==> config.mk <==
export PLATFORM = sky130hd
export DESIGN_NAME = ahb_slave_if
export DESIGN_NICKNAME = d
export VERILOG_FILES = /design/src/rtl/ahb_pkg.sv /design/src/rtl/ahb_xfer_chk.sv /design/src/rtl/ahb_slave_if.sv
export SDC_FILE = /design/constraint.sdc
export NUM_CORES = 1
export LEC_CHECK = 0
export BUFFER_PORTS_ARGS = -buffer_cell sky130_fd_sc_hd__buf_2
export CAP_MARGIN = 25
export CORE_MARGIN = 2
export CORE_UTILIZATION = 48
export DETAILED_ROUTE_END_ITERATION = 16
export GPL_TIMING_DRIVEN = 0
export HOLD_SLACK_MARGIN = 0.03
export PLACE_DENSITY = 0.86
export SYNTH_ARGS = -nofsm -noshare
export SYNTH_HDL_FRONTEND = slang
export SYNTH_SLANG_ARGS = --single-unit
==> constraint.sdc <==
create_clock -name hclk -period 3.2 [get_ports hclk]
set_input_delay 0.16 -clock hclk [delete_from_list [all_inputs] [get_ports hclk]]
set_output_delay 0.16 -clock hclk [all_outputs]
set_load 0.1 [all_outputs]
==> src/rtl/ahb_pkg.sv <==
// ahb_pkg: AHB transfer/response encodings and slave FSM states shared with the SRAM side.
package ahb_pkg;
    typedef enum logic [1:0] {
        HTRANS_IDLE   = 2'b00,
        HTRANS_BUSY   = 2'b01,
        HTRANS_NONSEQ = 2'b10,
        HTRANS_SEQ    = 2'b11
    } htrans_e;
    typedef enum logic [1:0] {
        HRESP_OKAY  = 2'b00,
        HRESP_ERROR = 2'b01
    } hresp_e;
    localparam logic [2:0] HSIZE_BYTE = 3'b000;
    localparam logic [2:0] HSIZE_HALF = 3'b001;
    localparam logic [2:0] HSIZE_WORD = 3'b010;
    typedef enum logic [2:0] {
        ST_IDLE,
        ST_DATA,
        ST_WAIT,
        ST_ERR1,
        ST_ERR2
    } state_e;
endpackage

==> src/rtl/ahb_xfer_chk.sv <==
// ahb_xfer_chk: flags oversize or misaligned AHB transfers.
module ahb_xfer_chk
    import ahb_pkg::*;
#(
    parameter logic [2:0] MAX_HSIZE = HSIZE_WORD
) (
    input  logic [2:0] hsize,
    input  logic [1:0] haddr,
    output logic       illegal
);
    assign illegal = (hsize > MAX_HSIZE)
                   | ((hsize == HSIZE_HALF) & haddr[0])
                   | ((hsize == HSIZE_WORD) & (|haddr));
endmodule

==> src/rtl/ahb_slave_if.sv <==
// ahb_slave_if: AHB slave front end registering data-phase control for an SRAM controller.
module ahb_slave_if
    import ahb_pkg::*;
#(
    parameter int AHB_ADDR_WIDTH = 32,
    parameter int AHB_DATA_WIDTH = 32
) (
    input  logic                      hclk,
    input  logic                      hreset,
    input  logic                      hsel,
    input  logic                      hready,
    input  logic [1:0]                htrans,
    input  logic                      hwrite,
    input  logic [2:0]                hsize,
    input  logic [AHB_ADDR_WIDTH-1:0] haddr,
    output logic                      hsel_reg,
    output logic                      hwrite_reg,
    output logic [2:0]                hsize_reg,
    output logic [AHB_ADDR_WIDTH-1:0] haddr_reg,
    output logic                      hready_resp,
    output logic [1:0]                hresp
);
    localparam logic [2:0] MAX_HSIZE = 3'($clog2(AHB_DATA_WIDTH / 8));
    state_e state, state_nxt;
    logic valid, sample, illegal, stall;
    ahb_xfer_chk #(.MAX_HSIZE(MAX_HSIZE)) u_chk (
        .hsize  (hsize),
        .haddr  (haddr[1:0]),
        .illegal(illegal)
    );
    assign valid  = hsel & hready & (htrans == HTRANS_NONSEQ || htrans == HTRANS_SEQ);
    // ERR1 and WAIT hold hready low, so nothing is ever taken there
    assign sample = valid & (state == ST_IDLE || state == ST_DATA || state == ST_ERR2);
    // a read right behind a write needs one cycle for the SRAM write to retire
    assign stall  = (state == ST_DATA) & hwrite_reg & ~hwrite;
    always_comb begin
        state_nxt = ST_IDLE;
        case (state)
            ST_WAIT: state_nxt = ST_DATA;
            ST_ERR1: state_nxt = ST_ERR2;
            default: begin
                if (sample && illegal) state_nxt = ST_ERR1;
                else if (sample && stall) state_nxt = ST_WAIT;
                else if (sample) state_nxt = ST_DATA;
            end
        endcase
    end
    always_ff @(posedge hclk or posedge hreset) begin
        if (hreset) begin
            state       <= ST_IDLE;
            hsel_reg    <= 1'b0;
            hwrite_reg  <= 1'b0;
            hsize_reg   <= 3'b000;
            haddr_reg   <= '0;
            hready_resp <= 1'b1;
            hresp       <= HRESP_OKAY;
        end else begin
            state       <= state_nxt;
            hsel_reg    <= state_nxt == ST_DATA;
            hready_resp <= !(state_nxt == ST_WAIT || state_nxt == ST_ERR1);
            hresp       <= (state_nxt == ST_ERR1 || state_nxt == ST_ERR2) ? HRESP_ERROR : HRESP_OKAY;
            if (sample && !illegal) begin
                hwrite_reg <= hwrite;
                hsize_reg  <= hsize;
                haddr_reg  <= haddr;
            end
        end
    end
endmodule

# Yosys cells after proc, flatten, opt, wreduce, memory -nomap -nowiden
# Index checks and enable logic that the tools add are counted.
[op_classes]
n_lt_le_gt_ge = 1
n_eq_ne = 12
n_mux = 5
bitwise_logic = 10
n_reduce_logical = 12
[ops]
columns = ["cell", "count"]
rows = [
  ["3-bit by 2-bit equality test with 1-bit output (second input constant)", 5],
  ["3-bit by 1-bit equality test with 1-bit output (second input constant)", 3],
  ["1-bit AND", 7],
  ["3-bit equality test (second input constant)", 2],
  ["3-bit case mux with 2 select lines", 1],
  ["1-bit logical OR", 5],
  ["2-bit equality test (second input constant)", 2],
  ["2-bit 2-to-1 mux", 2],
  ["3-bit by 2-bit > comparator with 1-bit output (second input constant)", 1],
  ["1-bit logical AND", 3],
  ["3-bit zero test", 1],
  ["1-bit zero test", 2],
  ["1-bit 2-to-1 mux", 2],
  ["1-bit OR", 2],
  ["2-bit OR reduction", 1],
  ["1-bit inverter", 1],
]
[word_totals]
register_bits = 42
inputBits = 42
output_inout_bits = 40
elab_cells = 47

# Depth between registers and ports, before layout
# Gate-level depths: netlist of the first run.
[depth]
word_depth = 11
ltp_mapped = 5
depth_no_buf = 4

# By module
# A second synthesis of the first run with hierarchy kept.
[unflattened]
cells_unflattened = 101
area_unflattened_um2 = 1779.2
[by_module_without_submodules]
columns = ["mod", "instances", "cells_per_inst", "area_per_inst_um2", "seq_area_each_um2"]
rows = [
  ["ahb_slave_if", 1, 98, 1761.7, 1052.3],
  ["ahb_xfer_chk", 1, 3, 17.5, 0.0],
]

# Worst setup path after synthesis of the first run
# OpenSTA, ideal clock, no wires.
[synth_path]
kind = "reg2reg"
from = "register state[1]"
to = "register haddr_reg[11]"
setup_ps = 125
arrival_time_ps = 1506
required_ps = 3075
slack_ps = 1568
stages_incl_launch_ff = 6
path_buffers = 1
period_less_slack_ps = 1632
path_cell_list = "dfrtp_1 nand4b_1 a21o_1 a21oi_4 buf_6 mux2_2"
[synth_via]
elab_chain_len = 5
elab_cells_between_ends = 7
cone_classes = "eq/ne: 2; bitwise: 1; reduce/logical: 4"
[synth_rtl]
columns = ["element", "line_no", "rtl"]
rows = [
  ["start, declared", "ahb_slave_if.sv:24", "state_e state, state_nxt;"],
  ["start signal, assigned", "ahb_slave_if.sv:58", "state <= state_nxt;"],
  ["3-bit by 1-bit equality test with 1-bit output / 3-bit zero test (equally long branches)", "ahb_slave_if.sv:33", "assign sample = valid & (state == ST_IDLE || state == ST_DATA || state == ST_ERR2);"],
  ["1-bit logical OR", "ahb_slave_if.sv:33", ""],
  ["1-bit logical OR (*)", "ahb_slave_if.sv:33", ""],
  ["1-bit AND (*)", "ahb_slave_if.sv:33", ""],
  ["1-bit logical AND (*)", "ahb_slave_if.sv:62", "if (sample && !illegal) begin"],
  ["end signal, assigned", "ahb_slave_if.sv:65", "haddr_reg <= haddr;"],
  ["end, declared", "ahb_slave_if.sv:19", "output logic [AHB_ADDR_WIDTH-1:0] haddr_reg,"],
]
# Mark *: on every way between the ends. The rest lies on a longest branch, timed or not.
# A chain may end at the register's enable or synchronous reset.

# Worst setup path after layout of the first run
[layout_path]
from = "register state[1]"
to = "register haddr_reg[23]"
# Same word-level chain as after synthesis.

==> results of run 1 <==
power breakdown:
part,switching (mW),internal [mW]
sequential,0.0614,0.653
clock,0.157,0.165
combinational,1.03,0.198
total,1.25,1.02
per-layer routing:
metal | up-vias | global-route usage | wire length [um]
met5 | - | 0 | 0
met4 | 0 | 0.0750 | 41
met3 | 5 | 0.0507 | 240
met2 | 47 | 0.325 | 1760
met1 | 560 | 0.186 | 1220
li1 | 538 | - | -
cell families (layout without fill, tap and decap cells):
family / after synthesis / after routing / share of synthesized area
AOI/OAI and AO/OA: 6 / 6 / 0.0324
and+or+nand+nor: 11 / 11 / 0.0470
muxes: 35 / 35 / 0.243
buffers and inverters: 5 / 100 / 0.0277
other: 1 / 1 / 0.00231
DFF: 42 / 42 / 0.648
how the worst min path moves through the flow:
stage | to | slack (ns) | startpoint | cells past startpoint
final | haddr_reg[29]$_DFFE_PP0P_ | 0.05 | haddr[29] | 2
after detailed placement | haddr_reg[5]$_DFFE_PP0P_ | 0.38 | hreset | 2
after global routing | haddr_reg[29]$_DFFE_PP0P_ | 0.03 | haddr[29] | 2
after floorplan | haddr_reg[10]$_DFFE_PP0P_ | 0.31 | haddr[10] | 1
after CTS | haddr_reg[24]$_DFFE_PP0P_ | 0.03 | haddr[24] | 2
after global placement | haddr_reg[9]$_DFFE_PP0P_ | 0.39 | haddr[9] | 2
layout by cell type, fill, tap and decap left out, types with 2 or more instances in the layout:
cell type and instances:
mux2_2 35, dlygate4sd3_1 8, clkbuf_4 5, buf_2 79, nand2b_1 2, dfrtp_1 41, nor2b_1 2, nand2_1 2
buf_6 3
cell type report:
class                   count  area, um2  share of cell area
flip-flops and latches     42       1050               0.471
multi-input cells          53        527               0.236
repair buffers             87        475               0.213
well taps                  46       57.6              0.0257
clock buffers               6       41.3              0.0185
plain buffers               4       41.3              0.0185
clock inverters             2       37.5              0.0168
inverters                   1       3.75             0.00168
cells in the mapped netlist:
| library cell | n |
|---|---|
| nor2b_1 | 2 |
| a21oi_4 | 1 |
| inv_1 | 1 |
| mux2_2 | 35 |
| a211o_1 | 1 |
| or4_4 | 1 |
| o21bai_1 | 1 |
| a22oi_1 | 1 |
| nor4_1 | 1 |
| conb_1 | 1 |
| a21o_1 | 1 |
| and3b_1 | 1 |
| buf_6 | 3 |
| nand4b_1 | 1 |
| nand2_1 | 2 |
| o21ai_0 | 1 |
| nand2b_1 | 2 |
| buf_4 | 1 |
| or3b_2 | 1 |
| dfrtp_1 | 41 |
| dfstp_2 | 1 |
==> flow_metrics.tcl, run 1 <==
set metrics [dict create \
    ctsHoldBuffers 1 \
    path_class "flip-flop to flip-flop" \
    drc 0 \
    ios 82 \
    cp_data_required_time_ns 3.43 \
    ir_worst_vdd_uv 542 \
    vias_per_cell 4.77 \
    num_vias 1150 \
    rr_worst_depth 5 \
    cts_inserted_buffers 5 \
    cp_top_family "compound AO/OA/AOI/OAI gates" \
    cts_tree "built" \
    setup_viol 0 \
    synth_top_cell_by_area "dfrtp_1" \
    ys_warn_count 0 \
    placed_cell_area_mm2 0.00208 \
    grt_pass1_vias 1188 \
    synth_area_mm2 0.00162 \
    crit_fanout 10 \
    drt-total-wl_mm 3.26 \
    drive_above_1_share 0.667 \
    core_area_mm2 0.00328 \
    fillerInstances 264 \
    r2r_start "state[1]$_DFF_PP0_" \
    post_drt_wl_per_cell_um 13.5 \
    ctsRootBufferMaster "clkbuf_4" \
    synth_area_leaders "dfrtp_1 (63%), mux2_2 (24%), buf_6 (2.1%)" \
    report.final.slew_viol_count 0 \
    dp_hpwl_mm 2.45 \
    r2r-end "haddr_reg[23]$_DFFE_PP0P_" \
    fin_area_mm2 0.00224 \
    postSynthCellCount 100 \
    core.rowCount 21 \
    final.setup.tns_ns 0 \
    crit_chain "nand4b_1 -> a21o_1 -> a21oi_4 -> buf_6 -> mux2_2" \
    tightest_slew_ns 0.828 \
    h-tree-depth 2 \
    power_density_mw_per_mm2 1010 \
    path_buf_inv 1 \
    rsz0062_at_grt "false" \
    antenna_cells 0 \
    max_freq_mhz 542 \
    cts_resized 0 \
    grt_pass1_wl_mm 5.29 \
    globalplace.congestion 0.686 \
    pre_cts_slack_ns 1.32 \
    period_minus_slack_ns 1.84 \
    die_h_um 62.2 \
    firstDrtPassIters 4 \
    port_buffers 79 \
    first_iter_violations 9 \
    whs_ns 0.0540 \
    outcome "completed" \
    crit_path_end_kind "flip-flop" \
    dieArea_mm2 0.00386 \
    antenna_left 0 \
    dp_cells 225 \
    yosysTopAreaCellShare 0.632 \
    cts_setup_buffers 0 \
    finalNonFillerCells 241 \
    area_growth_pct 37.7 \
    clk_pin_slew_worst_paths_ns 0.12 \
    clk_path_buf_depth 2 \
    crit_path_top_delay_cell "dfrtp_1" \
    slew_headroom 0.447 \
    fin_total_pwr_mw 2.26 \
    grt_max_degree 43 \
    insertion_delay_ns 0.33 \
    critPathCapture "haddr_reg[23]$_DFFE_PP0P_" \
    cp.depth 5 \
    syn_nets 142 \
    period_share 0.576 \
    largest_reg_flops 32 \
    worstSetupStartpoint "state[1]$_DFF_PP0_" \
    cp_slowest_stage_delay_ns 0.42 \
    clock_skew_ns 0.00534 \
    grt.overflow.total 0 \
    start_kind "flip-flop" \
    hold_path_class "input pin to flip-flop" \
    fin_util 0.681 \
    antenna_found_initial 0 \
    die_w_um 62.2 \
    track_usage 0.176 \
    yosysSeqAreaShare 0.648 \
    ys_ff_latch 42 \
    total_leakage_power_nw 1.15 \
    clock_sinks 42 \
    layout_setup_ws_ns 1.36 \
    reg2reg_slack_ns 1.36 \
    cp.arrival_ns 2.07 \
    hold_violations 0 \
    yosys.cell_types.count 21 \
    nets 236 \
    cap_viol_max_count 0 \
    synth_area_per_cell_um2 16.2 \
    initial_core_util 0.494 \
]
Power figures use the tool's default switching activity.
==> inputs of run 2 (changes only) <==
Settings changed: CORE_UTILIZATION 48 to 40, PLACE_DENSITY 0.86 to 0.76.
Clock period 3.2 ns to 1.6 ns, I/O delays scaled along.
==> run 2 against run 1 <==
  * The run now ends with negative setup slack left
  * Critical path depth increased by 1
  * Sequential share of layout area decreased by 8.6 points
  * Non-clock buffer count increased by 30
  * Critical endpoint is now haddr_reg[24]$_DFFE_PP0P_
  * Highest routed layer unchanged
==> flow_metrics.tcl, run 2 (synthesis results as in run 1) <==
set metrics [dict create \
    crit_fanout 5 \
    insertion_delay_ns 0.28 \
    slew_headroom 0.434 \
    ir_worst_vdd_uv 1060 \
    antenna_found_initial 0 \
    rsz0062_at_grt "true" \
    hold_path_depth 2 \
    p_clk_frac 0.144 \
    grt_pass1_vias 1263 \
    largest_reg_flops 32 \
    first_iter_violations 28 \
    globalplace.congestion 0.648 \
    hold_path_class "input pin to flip-flop" \
    die_w_um 67.7 \
    start_kind "flip-flop" \
    hold_violations 0 \
    comb_power_share 0.555 \
    cap_viol_max_count 0 \
    rr_worst_depth 6 \
    seqPwrFrac 0.301 \
    area_growth_pct 68.3 \
    final_common_cell "buf_2" \
    placed_cell_area_mm2 0.00208 \
    cp.arrival_ns 1.78 \
    layout.cells.most_common_list "buf_2 (79), dfrtp_1 (41), mux2_4 (33)" \
    dieArea_mm2 0.00459 \
    clock_sinks 42 \
    grt.overflow.total 0 \
    cts_inserted_buffers 5 \
    power_density_mw_per_mm2 1750 \
    fin_util 0.693 \
    ios 82 \
    firstDrtPassIters 2 \
    grt_max_degree 43 \
    initial_core_util 0.412 \
    port_buffers 79 \
    vias_per_cell 4.61 \
    total_leakage_power_nw 1.40 \
    cp_data_required_time_ns 1.76 \
    nets 266 \
    tightest_slew_ns 0.848 \
    switching_share 0.535 \
    grt_pass1_wl_mm 5.69 \
    core_area_mm2 0.00394 \
    report.final.slew_viol_count 0 \
    fillerInstances 263 \
    num_vias 1268 \
    clk_pin_slew_worst_paths_ns 0.07 \
    max_freq_mhz 616 \
    antenna_cells 0 \
    period_share 1.01 \
    ctsRootBufferMaster "clkbuf_8" \
    fin_total_pwr_mw 4.78 \
    fin_area_mm2 0.00273 \
    cts_tree "built" \
    drive_above_1_share 0.613 \
    drt-total-wl_mm 4.06 \
    die_h_um 67.7 \
    intPower_mw 2.23 \
    layout_setup_ws_ns -0.0227 \
    post_drt_wl_per_cell_um 14.7 \
    drc 0 \
    h-tree-depth 2 \
    clk_path_buf_depth 2 \
    period_minus_slack_ns 1.62 \
    setup_viol 18 \
    power.switching_mw 2.56 \
    clock_skew_ns 0.00689 \
    path_class "flip-flop to flip-flop" \
    core.rowCount 23 \
    dp_hpwl_mm 2.23 \
    violations "negative setup slack" \
    antenna_left 0 \
    track_usage 0.171 \
    outcome "finished with violations" \
    crit_path_end_kind "flip-flop" \
]
==> run 2: cell types whose count changed in the layout (fill, tap and decap cells not counted), sizes merged <==
cell,change
buf,+7
bufinv,-1
clkbuf,+4
clkinvlp,-1
dlygate4sd3,+21
==> run 2: worst max-delay path, cell delays in order, from the launching register on <==
cell       delay, ns
dfrtp_1         0.38
nand4b_1        0.16
a21o_1          0.20
a21oi_4         0.17
buf_12          0.15
clkbuf_16       0.14
mux2_4          0.30
==> run 2: what timing repair did <==
item	CTS	global route
setup endpoints to repair	35	35
pin swaps	0	0
hold endpoints to repair	68	1
hold buffers	28	1
buffers inserted	6	0
gates cloned	1	2
gates resized for setup	8	34
==> run 2: power groups by stage <==
stage | registers, mW | logic, mW | clock network (mW)
2_1_floorplan | 3.24 | 0.268 | 0
3_3_place_gp | 1.43 | 2.43 | 0
3_5_place_dp | 1.44 | 2.45 | 0
4_1_cts | 1.42 | 2.52 | 0.711
5_1_grt | 1.47 | 2.73 | 0.758
6_report | 1.44 | 2.65 | 0.691
==> run 2: final cells by class <==
class,count,area (um2),area share
Tap cell,50,62.6,0.0229
Sequential cell,42,1050,0.385
Clock buffer,8,90.1,0.0330
Multi-Input combinational cell,53,651,0.238
Buffer,4,57.6,0.0211
Inverter,1,3.75,0.00137
Timing Repair Buffer,117,816,0.299
==> run 2: layer usage <==
metal | GRT usage | wire [um] | vias up
met4 | 0.115 | 104 | 0
met1 | 0.190 | 1630 | 613
met2 | 0.282 | 2110 | 48
met5 | 0 | 0 | -
met3 | 0.0517 | 207 | 10
li1 | - | - | 597
==> run 2: through the flow <==
stage	cells	setup TNS [ns]	hold WS [ns]	worst slack [ns]
after floorplan	100	-0.909	0.232	-0.0319
after global placement	229	-5.91	0.312	-0.205
after detailed placement	229	-6.26	0.316	-0.225
after CTS	272	-0.272	0.0309	-0.0289
after global routing	275	-2.09	0.0441	-0.0819
final	275	-0.173	0.0452	-0.0227
==> run 2: path summary, 6_finish.rpt <==
path | start | end | slack [ns]
worst max-delay path | state[1]$_DFF_PP0_ | haddr_reg[24]$_DFFE_PP0P_ | -0.02
worst min-delay path | haddr[23] | haddr_reg[23]$_DFFE_PP0P_ | 0.05
worst max register to register | state[1]$_DFF_PP0_ | haddr_reg[24]$_DFFE_PP0P_ | -0.02
worst min register to register | haddr_reg[28]$_DFFE_PP0P_ | haddr_reg[28]$_DFFE_PP0P_ | 0.51
max in group asynchronous | hreset | haddr_reg[26]$_DFFE_PP0P_ | 0.54
min in group asynchronous | hreset | haddr_reg[11]$_DFFE_PP0P_ | 0.51
==> inputs of run 3 (changes only) <==
Settings changed: CORE_UTILIZATION 40 to 44, PLACE_DENSITY 0.76 to 0.8.
Clock period 1.6 ns to 1.8 ns, I/O delays scaled along.
==> run 3 against run 2 <==
  * Setup slack improved by 0.088 ns
  * First-iteration DRC count up 46%
  * Combinational power is 18% lower
  * Largest power group unchanged
  * The flow now finishes without violations
  * Highest routed layer unchanged
  * Cell count fell by 11%
  * Total power down 14%
  * Critical path type unchanged
  * Sequential power shrank 13%
  * Clock skew down 0.0011 ns
==> flow_metrics.tcl, run 3 (synthesis results as in run 1) <==
set metrics [dict create \
    ir_worst_vdd_uv 1220 \
    cts_inserted_buffers 5 \
    setup_viol 0 \
    port_buffers 79 \
    dp_hpwl_mm 2.37 \
    dieArea_mm2 0.00419 \
    h-tree-depth 2 \
    final.setup.tns_ns 0 \
    fin_area_mm2 0.00228 \
    crit_fanout 8 \
    num_vias 1146 \
    die_h_um 64.8 \
    whs_ns 0.0406 \
    crit_path_end_kind "flip-flop" \
    ctsRootBufferMaster "clkbuf_8" \
    hold_violations 0 \
    dp_cells 227 \
    period_minus_slack_ns 1.73 \
    grt_pass1_vias 1111 \
    clk_path_buf_depth 2 \
    total_leakage_power_nw 1.18 \
    path_buf_inv 2 \
    path_class "flip-flop to flip-flop" \
    crit_chain "nand4b_1 -> a21o_1 -> a21oi_4 -> buf_12 -> buf_2 -> mux2_2" \
    globalplace.congestion 0.797 \
    grt_pass1_wl_mm 5.00 \
    grt_max_degree 43 \
    post_drt_wl_per_cell_um 12.9 \
    clk_pin_slew_worst_paths_ns 0.08 \
    fin_total_pwr_mw 4.14 \
    period_share 0.964 \
    final_common_cell "buf_2" \
    fin_util 0.633 \
    vias_per_cell 4.68 \
    antenna_found_initial 0 \
    drt-total-wl_mm 3.16 \
    power_density_mw_per_mm2 1810 \
    clock_sinks 42 \
    core.rowCount 22 \
    start_kind "flip-flop" \
    grtUsageMet1 0.188 \
    ios 82 \
    min_from "haddr[22]" \
    grt.overflow.total 0 \
    cp.arrival_ns 1.90 \
    insertion_delay_ns 0.28 \
    tightest_slew_ns 0.827 \
    cts_tree "built" \
    nets 238 \
    drive_above_1_share 0.690 \
    track_usage 0.157 \
    globalRouteMet2Util 0.265 \
    crit_path_top_delay_cell "dfrtp_1" \
    area_growth_pct 40.5 \
    cap_viol_max_count 0 \
    outcome "completed" \
    cp_data_required_time_ns 1.96 \
    layout_setup_ws_ns 0.0651 \
    finalNonFillerCells 245 \
    worstSetupStartpoint "state[1]$_DFF_PP0_" \
    initial_core_util 0.450 \
    grt_use_met3 0.0469 \
    largest_reg_flops 32 \
    antenna_cells 0 \
    hold_path_class "input pin to flip-flop" \
    report.final.slew_viol_count 0 \
    rsz0062_at_grt "false" \
    drc 0 \
    clock_skew_ns 0.00583 \
    pre_cts_slack_ns -0.0181 \
    cp_slowest_stage_delay_ns 0.40 \
    grt-busiest-layer "met2" \
    slew_headroom 0.448 \
    first_iter_violations 41 \
    core_area_mm2 0.00361 \
    antenna_left 0 \
    die_w_um 64.8 \
    layout.cells.most_common_list "buf_2 (80), dfrtp_1 (41), mux2_2 (35)" \
    cp_top_family "flip-flops" \
    firstDrtPassIters 4 \
    r2r_start "state[1]$_DFF_PP0_" \
    max_freq_mhz 576 \
    placed_cell_area_mm2 0.00208 \
]
-- run 3: cell count changes in the layout (fill, tap and decap cells not counted), sizes merged --
cell,before,now
dlygate4sd3,29,3
bufinv,0,1
clkbuf,10,7
-- run 3: per-layer routing --
layer	wire [um]	share of wire
met1	1290	0.41
met2	1580	0.50
met3	270	0.085
met4	27	0.0085
met5	0	0
-- run 3: report_power, final --
group,total (mW),internal (mW),leakage [nW],switching (mW)
combinational,2.18,0.350,0.604,1.83
clock,0.698,0.415,0.0524,0.283
sequential,1.26,1.16,0.524,0.102
-- run 3: area by class of cell --
| type | instances | area (um2) |
|---|---|---|
| multi-input cells | 53 | 527 |
| flip-flops and latches | 42 | 1050 |
| well taps | 48 | 60.1 |
| inverters | 1 | 3.75 |
| clock buffers | 7 | 76.3 |
| plain buffers | 4 | 45.0 |
| fillers | 287 | 1320 |
| repair buffers | 89 | 488 |
| clock inverters | 1 | 30.0 |
-- run 3: timing repair --
item	CTS	global route
gates resized for setup	0	2
gates cloned	0	2
endpoints found under the setup margin	29	21
setup buffers	3	2
hold endpoints to repair	41	2
hold buffers	1	2
-- run 3: worst paths after layout --
kind	endpoint	cells after the start	slack (ns)
max	haddr_reg[17]$_DFFE_PP0P_	6	0.07
min	haddr_reg[22]$_DFFE_PP0P_	2	0.04
max reg2reg	haddr_reg[17]$_DFFE_PP0P_	6	0.07
min reg2reg	haddr_reg[22]$_DFFE_PP0P_	1	0.50
max in group asynchronous	haddr_reg[5]$_DFFE_PP0P_	3	0.76
min in group asynchronous	state[1]$_DFF_PP0_	3	0.52
